==> src/rtl/uart_rx.sv <==
`timescale 1ns/1ps
`default_nettype none
// ============================================================================
//  Module      : uart_rx
//  Description : 8N1 UART receiver, 16x oversampling, mid-bit sampling,
//                single-byte holding register with frame/overrun flags.
//  Revision    : 1.0  initial release
// ============================================================================
module uart_rx #(
    parameter int clk_freq  = 50000000,
    parameter int baud_rate = 115200
) (
    input  logic       clk,
    input  logic       reset,
    input  logic       rx_in,
    input  logic       rx_enable,
    input  logic       uld_rx_data,
    output logic [7:0] rx_data,
    output logic       rx_empty,
    output logic       rx_frame_err,
    output logic       rx_overrun,
    output logic       rx_busy
);

    localparam int c_div   = clk_freq / (16 * baud_rate);
    localparam int c_div_w = (c_div > 1) ? $clog2(c_div) : 1;
    localparam logic [c_div_w-1:0] c_div_last = c_div_w'(c_div - 1);

    typedef enum logic [2:0] {
        S_IDLE      = 3'd0,
        S_START     = 3'd1,
        S_DATA      = 3'd2,
        S_STOP      = 3'd3,
        S_WAIT_HIGH = 3'd4
    } state_t;

    state_t             r_state;
    state_t             w_next_state;
    logic               r_sync1;
    logic               r_sync2;
    logic               w_rxs;
    logic [c_div_w-1:0] r_div;
    logic [3:0]         r_tick_cnt;
    logic [2:0]         r_bit_cnt;
    logic [7:0]         r_shift;
    logic [7:0]         r_rx_data;
    logic               r_rx_empty;
    logic               r_rx_frame_err;
    logic               r_rx_overrun;
    logic               w_tick;
    logic               w_start_done;
    logic               w_sample_bit;
    logic               w_stop_good;
    logic               w_stop_bad;

    assign w_rxs  = r_sync2;
    assign w_tick = (r_state != S_IDLE) && (r_div == c_div_last);

    // rx_in is asynchronous to clk; sync flops reset to the idle level
    always_ff @(posedge clk or negedge reset) begin
        if (!reset) begin
            r_sync1 <= 1'b1;
            r_sync2 <= 1'b1;
        end else begin
            r_sync1 <= rx_in;
            r_sync2 <= r_sync1;
        end
    end

    always_ff @(posedge clk or negedge reset) begin
        if (!reset) begin
            r_state <= S_IDLE;
        end else begin
            r_state <= w_next_state;
        end
    end

    always_comb begin
        w_next_state = r_state;
        w_start_done = 1'b0;
        w_sample_bit = 1'b0;
        w_stop_good  = 1'b0;
        w_stop_bad   = 1'b0;
        if ((r_state != S_IDLE) && !rx_enable) begin
            w_next_state = S_IDLE;
        end else begin
            case (r_state)
                S_IDLE: begin
                    if (rx_enable && !w_rxs) begin
                        w_next_state = S_START;
                    end
                end
                S_START: begin
                    // half a bit into the start bit: confirm it is still low
                    if (w_tick && (r_tick_cnt == 4'd7)) begin
                        w_start_done = 1'b1;
                        w_next_state = w_rxs ? S_IDLE : S_DATA;
                    end
                end
                S_DATA: begin
                    if (w_tick && (r_tick_cnt == 4'd15)) begin
                        w_sample_bit = 1'b1;
                        if (r_bit_cnt == 3'd7) begin
                            w_next_state = S_STOP;
                        end
                    end
                end
                S_STOP: begin
                    if (w_tick && (r_tick_cnt == 4'd15)) begin
                        if (w_rxs) begin
                            w_stop_good  = 1'b1;
                            w_next_state = S_IDLE;
                        end else begin
                            w_stop_bad   = 1'b1;
                            w_next_state = S_WAIT_HIGH;
                        end
                    end
                end
                S_WAIT_HIGH: begin
                    if (w_rxs) begin
                        w_next_state = S_IDLE;
                    end
                end
                default: w_next_state = S_IDLE;
            endcase
        end
    end

    // Counters sit at zero in IDLE so the sampling phase tracks the start edge
    always_ff @(posedge clk or negedge reset) begin
        if (!reset) begin
            r_div      <= '0;
            r_tick_cnt <= 4'd0;
            r_bit_cnt  <= 3'd0;
            r_shift    <= 8'h00;
        end else if (r_state == S_IDLE) begin
            r_div      <= '0;
            r_tick_cnt <= 4'd0;
            r_bit_cnt  <= 3'd0;
        end else begin
            r_div <= w_tick ? '0 : r_div + 1'b1;
            if (w_start_done) begin
                r_tick_cnt <= 4'd0;
            end else if (w_tick) begin
                r_tick_cnt <= r_tick_cnt + 4'd1;
            end
            if (w_sample_bit) begin
                r_bit_cnt <= r_bit_cnt + 3'd1;
                r_shift   <= {w_rxs, r_shift[7:1]};
            end
        end
    end

    // A byte landing in the same cycle as an unload takes precedence
    always_ff @(posedge clk or negedge reset) begin
        if (!reset) begin
            r_rx_data      <= 8'h00;
            r_rx_empty     <= 1'b1;
            r_rx_frame_err <= 1'b0;
            r_rx_overrun   <= 1'b0;
        end else if (w_stop_good) begin
            r_rx_data      <= r_shift;
            r_rx_empty     <= 1'b0;
            r_rx_frame_err <= 1'b0;
            r_rx_overrun   <= ~r_rx_empty & ~uld_rx_data;
        end else begin
            if (uld_rx_data) begin
                r_rx_empty   <= 1'b1;
                r_rx_overrun <= 1'b0;
            end
            if (w_stop_bad) begin
                r_rx_frame_err <= 1'b1;
            end
        end
    end

    assign rx_data      = r_rx_data;
    assign rx_empty     = r_rx_empty;
    assign rx_frame_err = r_rx_frame_err;
    assign rx_overrun   = r_rx_overrun;
    assign rx_busy      = (r_state != S_IDLE);

endmodule
`default_nettype wire

==> config.mk <==
export PLATFORM = sky130hd
export DESIGN_NAME = uart_rx
export DESIGN_NICKNAME = d
export VERILOG_FILES = /design/src/rtl/uart_rx.sv
export SDC_FILE = /design/constraint.sdc
export NUM_CORES = 1
export LEC_CHECK = 0
export CAP_MARGIN = 20
export CORE_ASPECT_RATIO = 1.1
export CORE_MARGIN = 2
export CORE_UTILIZATION = 55
export DETAILED_ROUTE_END_ITERATION = 8
export PLACE_DENSITY = 0.82
export SYNTH_ARGS = -nofsm -noshare
export SYNTH_HDL_FRONTEND = slang
export SYNTH_SLANG_ARGS = --single-unit
==> constraint.sdc <==
create_clock -name clk -period 2.4 [get_ports clk]
set_input_delay 0.6 -clock clk [delete_from_list [all_inputs] [get_ports clk]]
set_output_delay 0.6 -clock clk [all_outputs]
set_load 0.005 [all_outputs]
==> Flow_metrics.wiki <==
{| class="wikitable"
! Metric !! Value
|-
| 1st-pass router iterations || 4
|-
| Power per unit of standard cell area || between 500 and 600 nW/um^2
|-
| First DRT Iteration DRCs || 14
|-
| Worst reg2reg path startpoint || r_div[0]$_DFF_PN0_
|-
| Post-Synthesis Net Count || 136
|-
| Max Clock Freq || between 400 and 500 MHz
|-
| Clock Tree Root || clkbuf_4
|-
| Class of the most critical setup path || register to output pin
|-
| Largest net degree at the start of global routing || 37
|-
| Worst setup path startpoint || r_state[0]$_DFFE_PN0P_
|-
| Maximum fanout encountered on the critical timing path || 7
|-
| Avg Cell Area, Syn || 12.65 sq um
|-
| Min-Delay Path Class || register to register
|-
| Number of nets in the layout || 161
|-
| Die H || approximately 60 microns
|-
| Maximum level of the CTS H-tree || 2
|-
| Layout-stage area growth over the synthesis result || 18.37%
|-
| Required time at the worst-slack endpoint || 1800 ps
|-
| Starting Density || between 50% and 60%
|-
| Number of antenna violations at the first check in global routing || 0
|-
| Count of final setup violators || 0
|-
| Largest clock skew in the final design || 13.70 ps
|-
| Placer congestion estimate || between 0.8 and 0.9
|-
| RSZ-0062 raised after global routing || false
|-
| Filler instances || 202
|-
| GR Overflow Total || 0
|-
| Post-CTS setup-driven buffer insertion count || 0
|-
| Overall power consumption || between 0.0009 and 0.001 W
|-
| Vias per std cell || approximately 5.6
|-
| Maximum capacitance violations || 0
|-
| Clock buffer depth || 2
|-
| Hold Vio Cnt, Final || 0
|-
| Slowest cell on crit path || dfrtp_1
|-
| Critical path, cell by cell || nor3_2 > inv_1 > clkdlybuf4s50_1
|-
| Final period util || a little over nine tenths
|-
| Proportion of layout cells with a drive suffix above 1 || about 27%
|-
| Top-Level Pins || 17
|-
| Warnings, synthesis || 0
|-
| Die span in x || roughly 55 microns
|-
| Actual slew at the worst max-slew pin || between 400 and 500 ps
|-
| Final total negative setup slack || 0 ps
|-
| Post-synthesis cell count || ~130
|-
| Via count of the first global-routing pass || 1074
|-
| Startpoint of the tightest hold check path || r_sync1$_DFF_PN1_
|-
| Status || finished, final reports clean
|-
| Residual DRC || 0
|-
| Data arrival time of the critical path || around 1700 ps
|-
| Final routed wire length divided by cell count || approximately 14 microns
|-
| Leakage || 0.9108 nW
|-
| Crit path capture type || output pin
|-
| Global-route wire length before repair || around 4700 microns
|-
| Clock slew at reported path FFs || between 100 and 150 ps
|-
| Unique masters post-synth || 35
|-
| Post-detail-place hpwl || ~1900 microns
|-
| Fraction of the yosys area taken by sequential cells || between 50% and 60%
|-
| FF+latch count, synth || 36
|-
| Max-Slew Margin vs Limit || between 70% and 80%
|-
| Minimum clock period || roughly 2300 ps
|-
| TritonCTS sink count || 36
|-
| Clock network latency to the later pin of the worst-skew pair || approximately 350 ps
|-
| Total global-route track usage || about a fifth
|-
| Diode insertion count for antenna repair || 0
|-
| Count of input and output buffers || 16
|-
| Routed wire length || ~2600 microns
|-
| Peak ir drop on the vdd network || ~0.00039 V
|-
| Antenna Violating Nets Remaining || 0
|-
| Via count || around 1000
|-
| Number of placement rows || 20
|-
| Max Transition Viols Final || 0
|-
| Die area || roughly 3300 sq um
|-
| Clock buffers created by TritonCTS || 5
|-
| Critical Path Start Type || register
|-
| Longest individual stage delay on the worst path || 490 ps
|-
| Core outline area || between 2000 and 3000 sq um
|-
| Fin Hold WS || between 300 and 400 ps
|-
| Post-Syn Area || approximately 1600 sq um
|-
| Clock tree from TritonCTS || done
|}
-- what timing repair did --
item	CTS	global route
resized for setup	0	2
hold buffers	0	0
setup endpoints to repair	0	1
-- critical path, delay by kind of cell, from the launching register on --
family / cells / cell delay [ps]
and+or+nand+nor: 1 / 240
buffers and inverters: 2 / 590
DFF: 1 / 490
-- final timing paths --
path	to	slack, ps	cells past startpoint
max	rx_busy	130	3
min	r_sync2$_DFF_PN1_	360	0
max reg2reg	r_shift[6]$_DFFE_PN0P_	490	6
max in group asynchronous	r_sync1$_DFF_PN1_	1400	2
min reg2reg	r_sync2$_DFF_PN1_	360	0
min in group asynchronous	r_tick_cnt[2]$_DFFE_PN0P_	650	2
-- where the power goes --
group          internal, W  switching [W]
combinational    0.0000164      0.0000240
clock             0.000139       0.000195
sequential        0.000613     0.00000725
total             0.000769       0.000226
-- metrics by stage --
| step | setup WS [ps] | area (sq um) | util, % | instances |
|---|---|---|---|---|
| after global placement | 118.8 | 1819 | 66.09 | 177 |
| final | 132.1 | 1887 | 68.55 | 185 |
| after global routing | 4.665 | 1887 | 68.55 | 185 |
| after floorplan | 534.2 | 1594 | - | 126 |
| after detailed placement | 78.26 | 1819 | 66.09 | 177 |
| after CTS | 30.49 | 1881 | 68.32 | 185 |
-- registers in the layout, summed over array words and instances, names as in the netlist --
register      count
r_state           3
rx_frame_err      1
rx_empty          1
r_shift           8
r_tick_cnt        4
rx_overrun        1
r_sync2           1
r_sync1           1
r_bit_cnt         3
rx_data           8
r_div             5
-- area by class of cell --
class | instances | area [sq um] | area share, %
Sequential cell | 36 | 905.9 | 48.01
Multi-Input combinational cell | 80 | 658.1 | 34.88
Timing Repair Buffer | 20 | 190.2 | 10.08
Clock buffer | 6 | 51.30 | 2.719
Tap cell | 33 | 41.29 | 2.188
Inverter | 8 | 30.03 | 1.592
Clock inverter | 2 | 10.01 | 0.5305
-- routing by layer --
metal	global-route usage, %	vias to the layer above	wire length [microns]
met5	0	-	0
met4	9.059	0	45
li1	-	500	-
met3	7.676	5	128
met2	31.29	18	1297
met1	21.01	520	1170
-- cells in the mapped netlist, drive strengths merged --
cell type | n | share of area (%)
mux2i | 4 | 2.5
a21o | 1 | 0.47
or3 | 2 | 0.94
a211oi | 1 | 0.47
xor2 | 2 | 1.1
and3 | 2 | 0.78
mux2 | 17 | 12
nor4 | 2 | 1.7
a311oi | 1 | 0.55
o21ai | 1 | 0.31
a221oi | 1 | 0.55
inv | 8 | 1.9
nand3 | 4 | 1.3
nand2 | 8 | 1.9
ha | 5 | 3.9
o311ai | 1 | 0.55
a21oi | 5 | 1.6
buf | 2 | 0.78
nand2b | 1 | 0.39
nor2b | 1 | 0.39
nand4b | 2 | 2.0
and2 | 1 | 0.39
nand4 | 1 | 0.39
dfstp | 3 | 4.9
o2111ai | 1 | 0.55
xnor2 | 2 | 1.1
a311o | 1 | 0.71
nor3 | 1 | 0.31
and4b | 2 | 1.3
nor2 | 10 | 2.4
dfrtp | 33 | 52
-- placed cells by master, fill, tap and decap left out, types with 2 or more instances in the layout --
cell | Yosys | routed
a21oi_1 | 5 | 5
and3_1 | 2 | 2
buf_4 | 1 | 4
clkbuf_4 | 0 | 5
clkdlybuf4s50_1 | 0 | 16
clkinv_2 | 0 | 2
dfrtp_1 | 33 | 32
dfstp_2 | 3 | 3
ha_1 | 5 | 5
inv_1 | 8 | 8
mux2_2 | 17 | 17
mux2i_1 | 4 | 4
nand2_1 | 8 | 8
nand3_1 | 4 | 4
nor2_1 | 10 | 10
or3_2 | 2 | 2
xnor2_1 | 2 | 2
xor2_1 | 2 | 2
-- kinds of logic after synthesis --
family,Yosys count,share of synthesized area (%)
fa+ha+maj,5,3.925
simple gates,37,14.21
buf+inv,10,2.669
flops,36,56.75
xor+xnor,4,2.198
compound gates,13,5.730
mux,21,14.52
(Power assumes the default switching activity.)
